## src/rtl/alu_arbiter.sv

```systemverilog
// rtl/alu_arbiter.sv - two-requester arbiter and sequencer for the shared combinational ALU
//
// Purpose:
//   Grants one of two requesters at a time. The granted op select and operands
//   are registered onto the ALU inputs. The combinational ALU result is captured
//   one cycle later and returned on a single response channel, tagged with the
//   ID of the requester that issued the operation.
//
// Ports:
//   clk, rst_n                      clock (rising edge), asynchronous active-low reset
//   req0_valid/ready/sel/a/b        requester 0 operation channel
//   req1_valid/ready/sel/a/b        requester 1 operation channel
//   alu_sel, alu_a, alu_b           registered inputs to the external ALU
//   alu_out                         combinational ALU result
//   rsp_valid/ready/data/id         response channel
//
// Configuration:
//   ALU_ARB_RR_EN  defined: round-robin on ties. Undefined: requester 0 wins ties.
module alu_arbiter #(
  parameter int WIDTH = 32
) (
  input  logic             clk,
  input  logic             rst_n,
  input  logic             req0_valid,
  output logic             req0_ready,
  input  logic [2:0]       req0_sel,
  input  logic [WIDTH-1:0] req0_a,
  input  logic [WIDTH-1:0] req0_b,
  input  logic             req1_valid,
  output logic             req1_ready,
  input  logic [2:0]       req1_sel,
  input  logic [WIDTH-1:0] req1_a,
  input  logic [WIDTH-1:0] req1_b,
  output logic [2:0]       alu_sel,
  output logic [WIDTH-1:0] alu_a,
  output logic [WIDTH-1:0] alu_b,
  input  logic [WIDTH-1:0] alu_out,
  output logic             rsp_valid,
  input  logic             rsp_ready,
  output logic [WIDTH-1:0] rsp_data,
  output logic             rsp_id
);

  typedef enum logic [1:0] {
    IDLE = 2'd0,
    EXEC = 2'd1,
    RESP = 2'd2
  } state_t;

  state_t state, state_nxt;
  logic   grant0, grant1;
  logic   handshake;
  logic   gnt_id;

`ifdef ALU_ARB_RR_EN
  // Requester most recently granted; reset to 1 so requester 0 wins the first tie.
  logic last_grant;
`endif

  // Grant from the valids alone; the state gating happens on the readies.
  always_comb begin
    grant0 = 1'b0;
    grant1 = 1'b0;
    if (req0_valid && req1_valid) begin
`ifdef ALU_ARB_RR_EN
      grant0 = last_grant;
      grant1 = !last_grant;
`else
      grant0 = 1'b1;
`endif
    end else begin
      grant0 = req0_valid;
      grant1 = req1_valid;
    end
  end

  // rst_n gates the readies so no handshake is offered while reset is held.
  assign req0_ready = rst_n && (state == IDLE) && grant0;
  assign req1_ready = rst_n && (state == IDLE) && grant1;
  assign handshake  = req0_ready || req1_ready;
  assign rsp_valid  = (state == RESP);

  always_comb begin
    state_nxt = state;
    case (state)
      IDLE:    if (handshake) state_nxt = EXEC;
      EXEC:    state_nxt = RESP;
      RESP:    if (rsp_ready) state_nxt = IDLE;
      default: state_nxt = IDLE;
    endcase
  end

  always_ff @(posedge clk or negedge rst_n) begin
    if (!rst_n) begin
      state    <= IDLE;
      alu_sel  <= '0;
      alu_a    <= '0;
      alu_b    <= '0;
      gnt_id   <= 1'b0;
      rsp_data <= '0;
      rsp_id   <= 1'b0;
    end else begin
      state <= state_nxt;
      if (handshake) begin
        alu_sel <= grant1 ? req1_sel : req0_sel;
        alu_a   <= grant1 ? req1_a   : req0_a;
        alu_b   <= grant1 ? req1_b   : req0_b;
        gnt_id  <= grant1;
      end
      if (state == EXEC) begin
        rsp_data <= alu_out;
        rsp_id   <= gnt_id;
      end
    end
  end

`ifdef ALU_ARB_RR_EN
  always_ff @(posedge clk or negedge rst_n) begin
    if (!rst_n) begin
      last_grant <= 1'b1;
    end else if (handshake) begin
      last_grant <= grant1;
    end
  end
`endif

endmodule
```

## config.mk

```make
export PLATFORM = sky130hd
export DESIGN_NAME = alu_arbiter
export DESIGN_NICKNAME = d
export VERILOG_FILES = /design/src/rtl/alu_arbiter.sv
export SDC_FILE = /design/constraint.sdc
export NUM_CORES = 1
export LEC_CHECK = 0
export ABC_CLOCK_PERIOD_IN_PS = 2200
export CORE_MARGIN = 5
export CORE_UTILIZATION = 39
export DETAILED_ROUTE_END_ITERATION = 8
export PLACE_DENSITY_LB_ADDON = 0.3
export SLEW_MARGIN = 20
export SYNTH_ARGS = -nofsm -noshare
export SYNTH_HDL_FRONTEND = slang
export SYNTH_SLANG_ARGS = --single-unit
```

## constraint.sdc

```tcl
create_clock -name clk -period 2.2 [get_ports clk]
set_clock_uncertainty 0.1 [all_clocks]
set_input_delay 0.66 -clock clk [delete_from_list [all_inputs] [get_ports clk]]
set_output_delay 0.66 -clock clk [all_outputs]
set_load 0.02 [all_outputs]
```

; After elaboration in Yosys (flattened, before gate mapping)
; Index checks and enable logic that the tools add are counted.
[totals]
register_bits = 103
in_bits = 171
output_inout_bits = 103
wordCells = 26
[op_classes]
n_eq_ne = 4
n_mux = 8
n_reduce_logical = 7
[ops]
columns = op, n
row1 = $mux W32, 2
row2 = $pmux W2 S3, 1
row3 = $logic_and A1 B1 Y1, 4
row4 = $mux W2, 2
row5 = $mux W3, 1
row6 = $eq A2 B1 Y1 const B, 1
row7 = $eq A2 B2 Y1 const B, 1
row8 = $logic_not A2 Y1, 1
row9 = $mux W1, 2
row10 = $ne A2 B1 Y1 const B, 1
row11 = $ne A2 B2 Y1 const B, 1
row12 = $reduce_and A2 Y1, 1
row13 = $logic_or A1 B1 Y1, 1

; Depth between registers and ports, before layout
[logic_depth]
word_depth = 6
mapped_depth = 6
ltp_nobuf = 3

; Worst setup path before layout
; OpenSTA, ideal clock, no wires.
[synth_path]
kind = input-to-output
from = input port req1_valid
to = output port req1_ready
t_arrival_ns = 1.404
t_required_ns = 1.440
slack_ns = 0.036
cell_stages = 5
path_buffers = 3
path_cell_list = nor2b_4 -> buf_6 -> buf_6 -> buf_6 -> and2_1
[synth_via]
elab_chain_len = 3
[synth_rtl]
columns = element, line_no
row1 = from (decl), 29  ; input logic req1_valid,
row2 = $logic_and A1 B1 Y1, 64  ; if (req0_valid && req1_valid) begin
row3 = $mux W1 *, 64
row4 = $logic_and A1 B1 Y1 *, 79  ; assign req1_ready = rst_n && (state == IDLE) && grant1;
row5 = to (decl), 30  ; output logic req1_ready,
; Mark *: on every way between the ends. The rest lies on a longest branch, timed or not.

; Worst setup path after layout
[layout_path]
from = register state[0]
to = output port rsp_valid
[layout_via]
elab_chain_len = 1
[layout_rtl]
columns = element, line_no
row1 = from (decl), 50  ; state_t state, state_nxt;
row2 = from (signal assigned), 103  ; state <= state_nxt;
row3 = $eq A2 B2 Y1, 81  ; assign rsp_valid = (state == RESP);
row4 = to (decl), 38  ; output logic rsp_valid,
; Every way passes these cells.

==> impl_metrics.ini <==
[worst_setup_path]
crit_type = flop to output pin
cp_max_fo = 2
crit_arrival_ns = 1.37
reg2reg_depth = 6
critPathCaptureType = output pin
startpoint_type = flop
crit_required_ns = 1.44

[synth]
synth_common_cells = 129 x mux2_2, 103 x dfrtp_1, 38 x mux2_4
yosys-top-cells-area = dfrtp_1 53%, mux2_2 30%, mux2_4 12%
ys_async_sr_fraction_pct = 100.0
synth.top_cell.area_share_pct = 53.48
seq_area_frac_synth_pct = 53.48
synth_compound_area_share_pct = 0.3634
ys.flop_type = dfrtp_1
yosysMostFrequentCell = mux2_2
syn_inst = 301
synth_area_um2 = 4820
synthAdderAreaFrac_pct = 0
synth.net_count = 472
avgSynthCellArea_um2 = 16.01
synth_top_family_by_area = multiplexers
synthSimpleGateAreaFrac_pct = 1.142
synth_xor_area_share_pct = 0
ys_ff_latch = 103
post_synth_num_cell_types = 15
synth-edff-count = 0
yosysTopAreaCell = dfrtp_1
muxShareOfSynthArea_pct = 41.98
ys_warn_count = 0

[sta]
max_freq_mhz = 469.4
grt_setup_unrepaired = false
period_share_pct = 96.83
layout_min_cycle_time_ns = 2.130
setup_ws_ns = 0.06973
setup_viol = 0
drv_slew = 0
worst_pin_slew_ns = 0.6769
hold_violations = 0
max_slew_margin_pct = 54.87

[clock_network]
clk_root_buffer_cell = clkbuf_16
cts_made_buffers = 9
path_clk_slew_ns = 0.07
clock_sinks = 103
hold_buffers = 0
cts_buffer_depth = 2
htree_levels = 3
clock_latency_ns = 0.33
cts_tree = done

[grt]
grt_max_degree = 55
antenna_found_initial = 0
grt_pass1_wl_mm = 20.30
grt_usage_pct = 17.83
grt_pass1_vias = 3894
grt.overflow.total = 0

[cells_and_area]
antennaDiodeCount = 0
drive_gt1_share_pct = 35.04
nets = 752
area_delta_synth_final_pct = 67.32
fill_cells = 890

[placed_design]
routabilityCongestion = 0.7807
pre_cts_ws_ns = -0.6317
hpwl_mm = 10.78
portBuffers = 273

[floorplan]
core-area_um2 = 12060
fp.dieArea_um2 = 14680
row_count = 40
dieWidth_um = 121.2
die_h_um = 121.2
start_util_pct = 39.96
io_pins = 274

[route]
wire_per_inst_um = 17.89
wl_mm = 13.47
drtPass1Iterations = 4
drc_errors = 0
vias = 3479
ant_nets = 0
viasPerCell = 4.620
drtIter0Drc = 148

[power]
p_leak_nw = 3.323
irDropWorstVdd_mv = 0.5830
power.density_nw_per_um2 = 1161
p_total_mw = 9.361

[min_path]
hp-class = input port to asynchronous set/reset pin

[job]
cap_violations = 0

[run_status]
status = finished clean
-- critical path, stage by stage, from the launching register on --
cell,delay (ns)
dfrtp_1,0.40
buf_4,0.14
nand2b_1,0.15
inv_1,0.05
clkdlybuf4s15_1,0.30
-- per-layer routing --
layer  vias to the layer above  GRT usage, %  share of wire [%]
li1                       1629             -                  -
met1                      1644         18.66                 36
met2                       173         31.78                 50
met3                        33         6.200                 10
met4                         0         8.613                3.9
met5                         -             0                  0
-- power breakdown --
| group | total (mW) | internal (mW) | switching (mW) |
|---|---|---|---|
| clock network | 1.46 | 0.792 | 0.671 |
| registers | 3.18 | 2.75 | 0.431 |
| logic | 4.71 | 2.64 | 2.07 |
| total | 9.36 | 6.18 | 3.18 |
-- flip-flops by register name, summed over array words and instances (netlist names) --
| register | count |
|---|---|
| gnt_id | 1 |
| rsp_data | 32 |
| rsp_id | 1 |
| alu_b | 32 |
| alu_sel | 3 |
| state | 2 |
| alu_a | 32 |
-- placed cells by master, fill, tap and decap left out --
cell             instances
inv_1                    1
o21a_4                   1
clkinvlp_4               2
inv_6                    1
buf_12                   4
buf_6                    1
nor2_1                   1
nor3b_2                  1
clkinv_2                 2
and2_1                   1
nor2b_4                  1
clkbuf_16                9
buf_2                    1
clkbuf_8                 1
dlygate4sd2_1            2
mux2_2                 129
mux2_4                  38
clkdlybuf4s15_1          1
dfrtp_1                103
clkdlybuf4s50_1        267
a21oi_1                  1
buf_4                   13
and2_4                   1
o21ai_0                  1
nand2b_1                 2
-- what timing repair did --
| item | 4_1_cts | 5_1_grt |
|---|---|---|
| pin swaps | 0 | 1 |
| endpoints found under the setup margin | 30 | 2 |
| gates cloned | 0 | 0 |
| gates resized for setup | 17 | 2 |
| buffers inserted | 0 | 2 |
-- path summary, 6_finish.rpt --
kind                           start      endpoint  slack (ns)
hold / removal                 rst_n  rsp_data[17]        0.36
hold reg to reg            alu_a[25]     alu_a[25]        0.40
setup / recovery            state[0]     rsp_valid        0.07
min in group clk           alu_a[25]     alu_a[25]        0.40
max in group asynchronous      rst_n     alu_a[15]        0.54
setup reg to reg            state[1]     alu_a[17]        0.31
-- cell type report --
| type | instances | area [um2] | area share (%) |
|---|---|---|---|
| clock buffers | 10 | 239.0 | 2.964 |
| clock inverters | 5 | 33.78 | 0.4189 |
| inverters | 1 | 3.754 | 0.04655 |
| multi-input cells | 177 | 2106 | 26.11 |
| flip-flops and latches | 103 | 2577 | 31.96 |
| well taps | 168 | 210.2 | 2.607 |
| repair buffers | 289 | 2894 | 35.89 |
-- kinds of logic after synthesis --
family,count (synthesis)
multiplexers,167
AO/OA/AOI/OAI,3
buffers and inverters,21
flip-flops,103
AND/OR/NAND/NOR,7
-- per-stage QoR --
step	instance area, um2	cells	TNS [ns]	hold WS (ns)	utilization, %
2_1_floorplan	4820	301	0	0.2644	-
6_report	8064	753	0	0.3591	66.86
3_5_place_dp	7767	736	-26.53	0.3926	64.40
3_3_place_gp	7767	736	-25.20	0.3864	64.40
5_1_grt	8064	753	0	0.4154	66.86
4_1_cts	8054	751	0	0.3934	66.77
Power figures use the tool's default switching activity.
